--- src/rtl/uart_pkg.sv ---
// Shared definitions for the UART receive path: CSR field offsets,
// the stored entry layout and pointer sizing.
package uart_pkg;

    localparam int THRESH_LSB    = 0;
    localparam int THRESH_MSB    = 7;
    localparam int TMO_LSB       = 16;
    localparam int TMO_MSB       = 31;
    localparam int RX_DATA_WIDTH = 8;

    typedef struct packed {
        logic                     error;
        logic [RX_DATA_WIDTH-1:0] data;
    } rx_entry_t;

    // A one-bit pointer still needs one bit, so depth 2 maps to width 1.
    function automatic int ptr_width(input int depth);
        return (depth > 2) ? $clog2(depth) : 1;
    endfunction

endpackage

--- src/rtl/rx_fifo_mem.sv ---
// Storage array for rx_fifo: one synchronous write port and one
// asynchronous read port. Contents are deliberately not reset.
module rx_fifo_mem
    import uart_pkg::*;
#(
    parameter int DEPTH = 32,
    parameter int WIDTH = 9
) (
    input  logic                         clock,
    input  logic                         we_i,
    input  logic [ptr_width(DEPTH)-1:0]  waddr_i,
    input  logic [WIDTH-1:0]             wdata_i,
    input  logic [ptr_width(DEPTH)-1:0]  raddr_i,
    output logic [WIDTH-1:0]             rdata_o
);

    logic [WIDTH-1:0] mem_q [DEPTH];

    // Write port.
    always_ff @(posedge clock) begin
        if (we_i) begin
            mem_q[waddr_i] <= wdata_i;
        end
    end

    assign rdata_o = mem_q[raddr_i];

endmodule

--- src/rtl/rx_fifo.sv ---
// First-word-fall-through receive FIFO behind the UART receiver, with
// occupancy, overflow, threshold and idle-timeout status.
module rx_fifo
    import uart_pkg::*;
#(
    parameter int DEPTH        = 32,
    parameter int DATA_WIDTH   = 8,
    parameter int CONFIG_WIDTH = 32
) (
    input  logic                       clock,
    input  logic                       reset,
    input  logic                       din_valid,
    input  logic [DATA_WIDTH-1:0]      din,
    input  logic                       din_error,
    output logic                       dout_valid,
    input  logic                       dout_ready,
    output logic [DATA_WIDTH-1:0]      dout,
    output logic                       dout_error,
    output logic [$clog2(DEPTH):0]     level,
    output logic                       empty,
    output logic                       full,
    output logic                       overflow,
    output logic                       thresh_hit,
    output logic                       timeout,
    input  logic                       flush,
    input  logic                       clear,
    input  logic [CONFIG_WIDTH-1:0]    fifo_conf
);

    localparam int PW = ptr_width(DEPTH);
    localparam int LW = $clog2(DEPTH) + 1;

    typedef struct packed {
        logic                  error;
        logic [DATA_WIDTH-1:0] data;
    } entry_t;

    logic [PW-1:0] wr_ptr_q, wr_ptr_d;
    logic [PW-1:0] rd_ptr_q, rd_ptr_d;
    logic [LW-1:0] level_q, level_d;
    logic          overflow_q, overflow_d;
    logic          timeout_q, timeout_d;
    logic [31:0]   idle_q, idle_d;

    logic          empty_s, full_s, push_s, pop_s, drop_s, tmo_set_s;
    logic [7:0]    thresh_s;
    logic [15:0]   limit_s;
    entry_t        wr_entry_s, rd_entry_s;
    logic          unused_conf_s;

    assign empty_s   = (level_q == {LW{1'b0}});
    assign full_s    = (level_q == LW'(DEPTH));
    assign thresh_s  = fifo_conf[THRESH_MSB:THRESH_LSB];
    assign limit_s   = fifo_conf[TMO_MSB:TMO_LSB];
    assign unused_conf_s = ^fifo_conf[TMO_LSB-1:THRESH_MSB+1];

    // Flush dominates: it suppresses both the write and any drop indication.
    assign pop_s  = dout_ready & ~empty_s & ~flush;
    assign push_s = din_valid & (~full_s | pop_s) & ~flush;
    assign drop_s = din_valid & full_s & ~pop_s & ~flush;

    assign wr_entry_s = '{error: din_error, data: din};

    rx_fifo_mem #(
        .DEPTH (DEPTH),
        .WIDTH (DATA_WIDTH + 1)
    ) u_mem (
        .clock   (clock),
        .we_i    (push_s),
        .waddr_i (wr_ptr_q),
        .wdata_i (wr_entry_s),
        .raddr_i (rd_ptr_q),
        .rdata_o (rd_entry_s)
    );

    // Pointer, level and sticky next-state.
    always_comb begin
        wr_ptr_d   = wr_ptr_q;
        rd_ptr_d   = rd_ptr_q;
        level_d    = level_q;
        overflow_d = drop_s | (overflow_q & ~clear);
        timeout_d  = tmo_set_s | (timeout_q & ~clear);
        if (flush) begin
            wr_ptr_d = {PW{1'b0}};
            rd_ptr_d = {PW{1'b0}};
            level_d  = {LW{1'b0}};
        end else begin
            if (push_s) begin
                wr_ptr_d = wr_ptr_q + PW'(1);
            end else begin
                wr_ptr_d = wr_ptr_q;
            end
            if (pop_s) begin
                rd_ptr_d = rd_ptr_q + PW'(1);
            end else begin
                rd_ptr_d = rd_ptr_q;
            end
            if (push_s && !pop_s) begin
                level_d = level_q + LW'(1);
            end else if (pop_s && !push_s) begin
                level_d = level_q - LW'(1);
            end else begin
                level_d = level_q;
            end
        end
    end

    // Idle counter: saturates one below the limit while raising the timeout.
    always_comb begin
        idle_d    = idle_q;
        tmo_set_s = 1'b0;
        if (flush || push_s || empty_s || (limit_s == 16'd0)) begin
            idle_d = 32'd0;
        end else if (idle_q == ({16'd0, limit_s} - 32'd1)) begin
            idle_d    = idle_q;
            tmo_set_s = 1'b1;
        end else begin
            idle_d = idle_q + 32'd1;
        end
    end

    // State registers.
    always_ff @(posedge clock or posedge reset) begin
        if (reset) begin
            wr_ptr_q   <= {PW{1'b0}};
            rd_ptr_q   <= {PW{1'b0}};
            level_q    <= {LW{1'b0}};
            overflow_q <= 1'b0;
            timeout_q  <= 1'b0;
            idle_q     <= 32'd0;
        end else begin
            wr_ptr_q   <= wr_ptr_d;
            rd_ptr_q   <= rd_ptr_d;
            level_q    <= level_d;
            overflow_q <= overflow_d;
            timeout_q  <= timeout_d;
            idle_q     <= idle_d;
        end
    end

    assign dout_valid = ~empty_s;
    assign dout       = rd_entry_s.data;
    assign dout_error = rd_entry_s.error;
    assign level      = level_q;
    assign empty      = empty_s;
    assign full       = full_s;
    assign overflow   = overflow_q;
    assign timeout    = timeout_q;
    // A zero threshold field disables the indication entirely.
    assign thresh_hit = (thresh_s != 8'd0) && (32'(level_q) >= 32'(thresh_s));

endmodule

--- config.mk ---
export PLATFORM = sky130hd
export DESIGN_NAME = rx_fifo
export DESIGN_NICKNAME = d
export VERILOG_FILES = /design/src/rtl/uart_pkg.sv /design/src/rtl/rx_fifo_mem.sv /design/src/rtl/rx_fifo.sv
export SDC_FILE = /design/constraint.sdc
export NUM_CORES = 1
export LEC_CHECK = 0
export ABC_AREA = 1
export ABC_CLOCK_PERIOD_IN_PS = 2590
export CAP_MARGIN = 5
export CORE_UTILIZATION = 57
export CTS_BUF_LIST = sky130_fd_sc_hd__clkbuf_4
export DETAILED_ROUTE_END_ITERATION = 8
export PLACE_DENSITY = 0.84
export SKIP_CTS_REPAIR_TIMING = 1
export SYNTH_ARGS = -nofsm -noshare
export SYNTH_HDL_FRONTEND = slang
export SYNTH_SLANG_ARGS = --single-unit
--- constraint.sdc ---
create_clock -name clock -period 2.59 [get_ports clock]
set_input_delay 0.259 -clock clock [delete_from_list [all_inputs] [get_ports clock]]
set_output_delay 0.259 -clock clock [all_outputs]
set_load 0.02 [all_outputs]
==> impl_results.md, run 1 <==
* Count of pins over their slew limit at 0
* Sw Pwr at 4.77 mW
* #FFs+latches synth at 338
* Post-Route WL at 46600 um
* Vias in the first global route at 12800
* Via-to-Cell Ratio at 6.01
* Ys async rst share at 14.8%
* Number of clock sinks at 338
* Netlist Area Pre-Place at 0.0161 sq mm
* CTS root buffer: clkbuf_4
* Power density over cell area at 739 mW/mm^2
* Setup crit end kind: output port
* Peak supply drop at 405 uV
* Slew headroom at 52.2%
* Final number of setup-violating endpoints at 11
* GR Util met1 at 36.6%
* Die height at 170 um
* GRT overflow at 0
* Site Rows at 61
* Sw frac at 32.9%
* Seq pwr share at 42.0%
* Fillers at 1865
* CTS H-Tree Depth at 3
* CP Data Required Time at 2.33 ns
* Synth Warn # at 0
* Max Cap Violations at 0
* Routing usage on met3 at 6.35%
* Average routed wire per standard cell at 20.5 um
* Die Span X at 170 um
* Clock buffer depth at 3
* Final Hold Viols at 0
* Multi-input gate area at 0.00578 sq mm
* Drc violations at 0
* Initial Utilization at 58.0%
* Crit Path Class: reg2out
* Placer Congestion at 0.962
* Yosys cell types at 40
* Leakage at 7.45 nW
* Violated checks: negative setup slack
* Logic pwr share at 27.5%
* Gr busiest metal: met2
* CTS tree: yes
* Post-synth EDFFs at 288
* GRT Util Overall at 29.6%
* Cts bufs inserted at 83
* Post-synthesis cell count at 1626
* Hold crit path type: in2async
* Total number of vias at 13700
* Hpwl dp at 27000 um
* CP max FO at 10
* Met2 usage at 49.8%
* Outcome: complete, but fails checks
* Overall Power at 14.5 mW
* Core Region at 0.0278 sq mm
* Largest net degree at the start of global routing at 73
* RSZ-0062 raised after global routing: true
* Setup TNS Final at -3.65 ns
* Post-synth top area share at 53.7%
* Net Count, Synth at 1692
* Commonest non-fill, non-tap cell in the layout: nand2_1
* I/O Pins at 68
* CP Launch Type: register
* Initial antenna violation count at 0
* Commonest cells after routing, fill and taps aside: 289 x nand2_1, 288 x edfxtp_1, 283 x nor2_1
* Slew @ Worst Pin at 0.717 ns
* Crit path DAT at 2.79 ns
* Final clock skew at 0.0770 ns
* Avg Cell Area, Syn at 9.91 sq um
* Antenna diode count at 0
* Total die area at 0.0290 sq mm
* DRT iter0 DRCs at 2034
* Skew-Pair Late Insertion Delay at 0.77 ns
* Final ANT Viol Nets at 0
* Layout area overhead at 21.6%
* Ratio of final minimum period to clock period at 118%
* PortBufs at 59
* Cell Int Power at 9.72 mW
* First-pass GRT wire length at 65700 um
* Storage element area at 0.00991 sq mm
* Ys flop type: edfxtp_1
* Register area share after synthesis at 61.4%
* Layout cells sized above 1 at 19.5%
* Clock power frac at 30.5%
* Peak Freq at 328 MHz
* Minimum clock period at 3.05 ns
* Drt first pass iters at 6
* Top cells by area, synth: edfxtp_1 54%, dfrtp_1 7.8%, nand2_1 6.8%, nor2_1 6.8%, o21ai_0 5.2%
* Layout Nets at 1895
* Final setup margin at -0.457 ns
* Yosys top cell by area: edfxtp_1
* Clock Pin Slew Worst Setup and Hold Paths at 0.08 ns
==> layer usage <==
metal / share of wire (%) / vias up / routed length (um)
met3: 10 / 193 / 4810
met4: 4.8 / 0 / 2250
met1: 36 / 6419 / 16700
met5: 0 / - / 0
li1: - / 6115 / -
met2: 49 / 936 / 22800
==> cell type report <==
| class | instances | share of cell area, % |
|---|---|---|
| clock buffers | 120 | 4.60 |
| clock inverters | 30 | 0.760 |
| inverters | 112 | 2.24 |
| multi-input cells | 1097 | 29.5 |
| flip-flops and latches | 338 | 50.6 |
| well taps | 378 | 2.41 |
| repair buffers | 197 | 9.92 |
==> cell usage after synthesis (5+ instances only) <==
library cell,n
nand2_1,294
nor2_1,293
edfxtp_1,288
o21ai_0,169
inv_1,106
nand3_1,82
clkbuf_1,64
dfrtp_1,50
nand4_1,48
o22ai_1,48
xor2_1,30
o221ai_1,29
nor3_1,19
ha_1,18
xnor2_1,13
buf_2,9
o211ai_1,8
nor4_1,7
a21oi_1,6
nand2_2,5
==> worst paths after layout <==
path                              from          end  slack (ns)  depth (start not counted)
max                        rd_ptr_q[0]      dout[3]       -0.46                          9
min                              reset   idle_q[18]        0.07                          3
max reg2reg                   level[0]     level[5]       -0.04                         20
min reg2reg                   overflow     overflow        0.56                          2
max in group asynchronous        reset  rd_ptr_q[0]        1.98                          3
min in group clock               clear     overflow        0.14                          2
==> stage by stage <==
| step | std cells | util, % | setup WS [ns] | hold WS [ns] | area [sq um] |
|---|---|---|---|---|---|
| floorplan | 1626 | - | 0.0433 | 0.358 | 16200 |
| global placement | 2101 | 64.7 | -0.0985 | 0.533 | 18000 |
| detailed placement | 2101 | 64.7 | -0.123 | 0.536 | 18000 |
| CTS | 2251 | 68.4 | -0.779 | 0.0498 | 19000 |
| global route | 2272 | 70.5 | -0.569 | 0.110 | 19600 |
| finish | 2272 | 70.5 | -0.457 | 0.0736 | 19600 |
==> state kept, by name (all words and copies together) (netlist names) <==
signal       cells
u_mem.mem_q    288
rd_ptr_q         5
overflow         1
wr_ptr_q         5
level            6
timeout          1
idle_q          32
==> worst max-delay path, stage by stage, from the launching register on <==
cell,delay (ns)
dfrtp_4,0.58
clkinv_8,0.14
buf_12,0.17
o21ai_0,0.08
o221ai_1,0.27
nand3_1,0.28
nand4_1,0.24
o21ai_1,0.10
inv_1,0.06
clkbuf_2,0.16
==> logic make-up after synthesis <==
kind of cell	count (synthesis)	synth area share, %
AOI/OAI and AO/OA	268	9.57
xor gates and xnor gates	43	2.34
adders and majority gates	19	1.52
buffers and inverters	191	4.70
DFF	338	61.4
and+or+nand+nor	767	20.4
==> power groups by stage <==
stage	clock network, mW	logic (mW)	registers (mW)
floorplan	0	1.79	6.23
global placement	0	3.07	6.19
detailed placement	0	3.19	6.20
CTS	4.39	3.20	6.08
global route	4.75	4.24	6.09
finish	4.42	3.98	6.09
Note: power is estimated with default switching activity, not from simulation.
==> inputs of run 2 (changes only) <==
--- a/config.mk
+++ b/config.mk
@@ -11,7 +11,7 @@
 export CORE_UTILIZATION = 57
 export CTS_BUF_LIST = sky130_fd_sc_hd__clkbuf_4
 export DETAILED_ROUTE_END_ITERATION = 8
-export PLACE_DENSITY = 0.84
+export PLACE_DENSITY = 0.85
 export SKIP_CTS_REPAIR_TIMING = 1
 export SYNTH_ARGS = -nofsm -noshare
 export SYNTH_HDL_FRONTEND = slang
==> run 2 against run 1 <==
- the flow still finishes with violations (negative setup slack)
- count of clock-buffer cells in the layout up 10
- via count rose by 1.5%
- global-route usage rose by 0.91 points
- sequential power hardly changed
- design area fell by 0.36%
- die area is the same
- combinational power shrank 3%
- fmax fell by 2.6%
- sequential share of layout area rose by 0.18 points
- final cell count rose by 0.31%
- critical path type unchanged
- critical endpoint is now dout_error
- largest power group unchanged
- highest routed layer is now met5
==> impl_results.md, run 2 (synthesis gave the netlist of run 1 again) <==
* Outcome: complete, but fails checks
* Violated checks: negative setup slack
* Worst r2r src: level[1]
* Setup crit end kind: output port
* PortBufs at 59
* Crit Path Class: reg2out
* Number of clock sinks at 338
* Storage element area at 0.00991 sq mm
* Max Cap Violations at 0
* First-pass GRT wire length at 67500 um
* Leakage at 7.42 nW
* Overall Power at 14.6 mW
* Slew @ Worst Pin at 0.605 ns
* Hold crit path type: in2reg
* Finished Cell Area at 0.0195 sq mm
* Cts bufs inserted at 83
* Average routed wire per standard cell at 21.2 um
* Multi-input gate area at 0.00566 sq mm
* Drt first pass iters at 6
* CTS H-Tree Depth at 3
* I/O Pins at 68
* Setup TNS Final at -4.17 ns
* Die height at 170 um
* Drc violations at 0
* Launch point of the worst path: rd_ptr_q[0]
* Clock Pin Slew Worst Setup and Hold Paths at 0.07 ns
* CP Launch Type: register
* Die Span X at 170 um
* Max reg flops at 288
* Post-Route WL at 48300 um
* Power density over cell area at 748 mW/mm^2
* CP max FO at 6
* Final number of setup-violating endpoints at 10
* Hpwl dp at 28200 um
* Total die area at 0.0290 sq mm
* CTS root buffer: clkbuf_4
* Via-to-Cell Ratio at 6.09
* Minimum clock period at 3.13 ns
* Initial antenna violation count at 2
* Commonest non-fill, non-tap cell in the layout: nand2_1
* Core Region at 0.0278 sq mm
* Final clock skew at 0.0879 ns
* Biggest register: u_mem.mem_q
* Post-Route Utilization at 70.3%
* Final setup margin at -0.539 ns
* Slew headroom at 59.5%
* HP Start: clear
* Initial Utilization at 58.0%
* GRT Util Overall at 30.5%
* CTS tree: yes
* CP Data Required Time at 2.33 ns
* Largest net degree at the start of global routing at 73
* Final Hold Viols at 0
* Final ANT Viol Nets at 0
* Placer Congestion at 0.936
* Skew-Pair Late Insertion Delay at 0.78 ns
* Layout cells sized above 1 at 18.4%
* Site Rows at 61
* DRT iter0 DRCs at 1925
* Layout area overhead at 21.2%
* Clock buffer depth at 3
* Count of pins over their slew limit at 0
* Placed Area at 0.0179 sq mm
* Vias in the first global route at 13000
* Fillers at 1870
* Layout Nets at 1894
* GRT overflow at 0
* Peak supply drop at 325 uV
* Ratio of final minimum period to clock period at 121%
* Peak Freq at 320 MHz
* Crit path DAT at 2.87 ns
* Commonest cells after routing, fill and taps aside: 289 x nand2_1, 288 x nor2_1, 288 x edfxtp_1
* Total number of vias at 13900
* RSZ-0062 raised after global routing: true
run 2: changes by cell type in the layout (fill, tap and decap cells not counted), moves of 5 or more:
cell,before,now
o21ai_1,40,28
nor2_2,10,4
clkbuf_4,120,130
o22ai_1,42,47
o22ai_2,6,1
o21ai_2,13,4
o21ai_0,118,140
nor2_1,283,288
run 2: path summary, 6_finish.rpt:
path / to / slack, ns / cells past startpoint
max in group asynchronous: rd_ptr_q[0] / 1.43 / 4
worst min-delay path: overflow / 0.15 / 2
worst max-delay path: dout_error / -0.54 / 8
worst max register to register: level[5] / 0.01 / 20
worst min register to register: timeout / 0.55 / 2
min in group asynchronous: idle_q[24] / 0.41 / 3
run 2: metal layers:
layer  vias up  wire [um]  global-route usage [%]
met5         -         40                       0
met3       224       5290                    5.14
met2      1008      23400                    51.8
met4         2       2540                    14.4
li1       6134          -                       -
met1      6506      17000                    38.2
run 2: per-stage QoR:
step                      std cells  hold slack [ns]  setup slack [ns]
final                          2279            0.147            -0.539
after global routing           2278            0.115            -0.600
after CTS                      2256           -0.171            -0.887
after detailed placement       2100            0.544            -0.158
after global placement         2100            0.536            -0.120
after floorplan                1626            0.358            0.0433
run 2: layout make-up:
| type | count | area share [%] |
|---|---|---|
| inverter | 112 | 2.24 |
| multi-input combinational | 1097 | 29.0 |
| antenna | 2 | 0.0256 |
| tap | 378 | 2.42 |
| timing repair buffer | 196 | 9.87 |
| clock buffer | 130 | 5.00 |
| clock inverter | 26 | 0.711 |
| sequential | 338 | 50.8 |
run 2: critical path: stages (launching register included):
cell and delay (ns):
dfrtp_4 0.56, buf_12 0.19, o21ai_0 0.17, o22ai_1 0.12, o211ai_1 0.53, nand3_2 0.22, o21ai_2 0.17, inv_1 0.06
clkbuf_2 0.15
run 2: report_power, final:
part | switching [mW] | internal, mW | total (mW)
Combinational | 2.39 | 1.49 | 3.88
Sequential | 0.102 | 6.00 | 6.10
Clock | 2.31 | 2.33 | 4.64
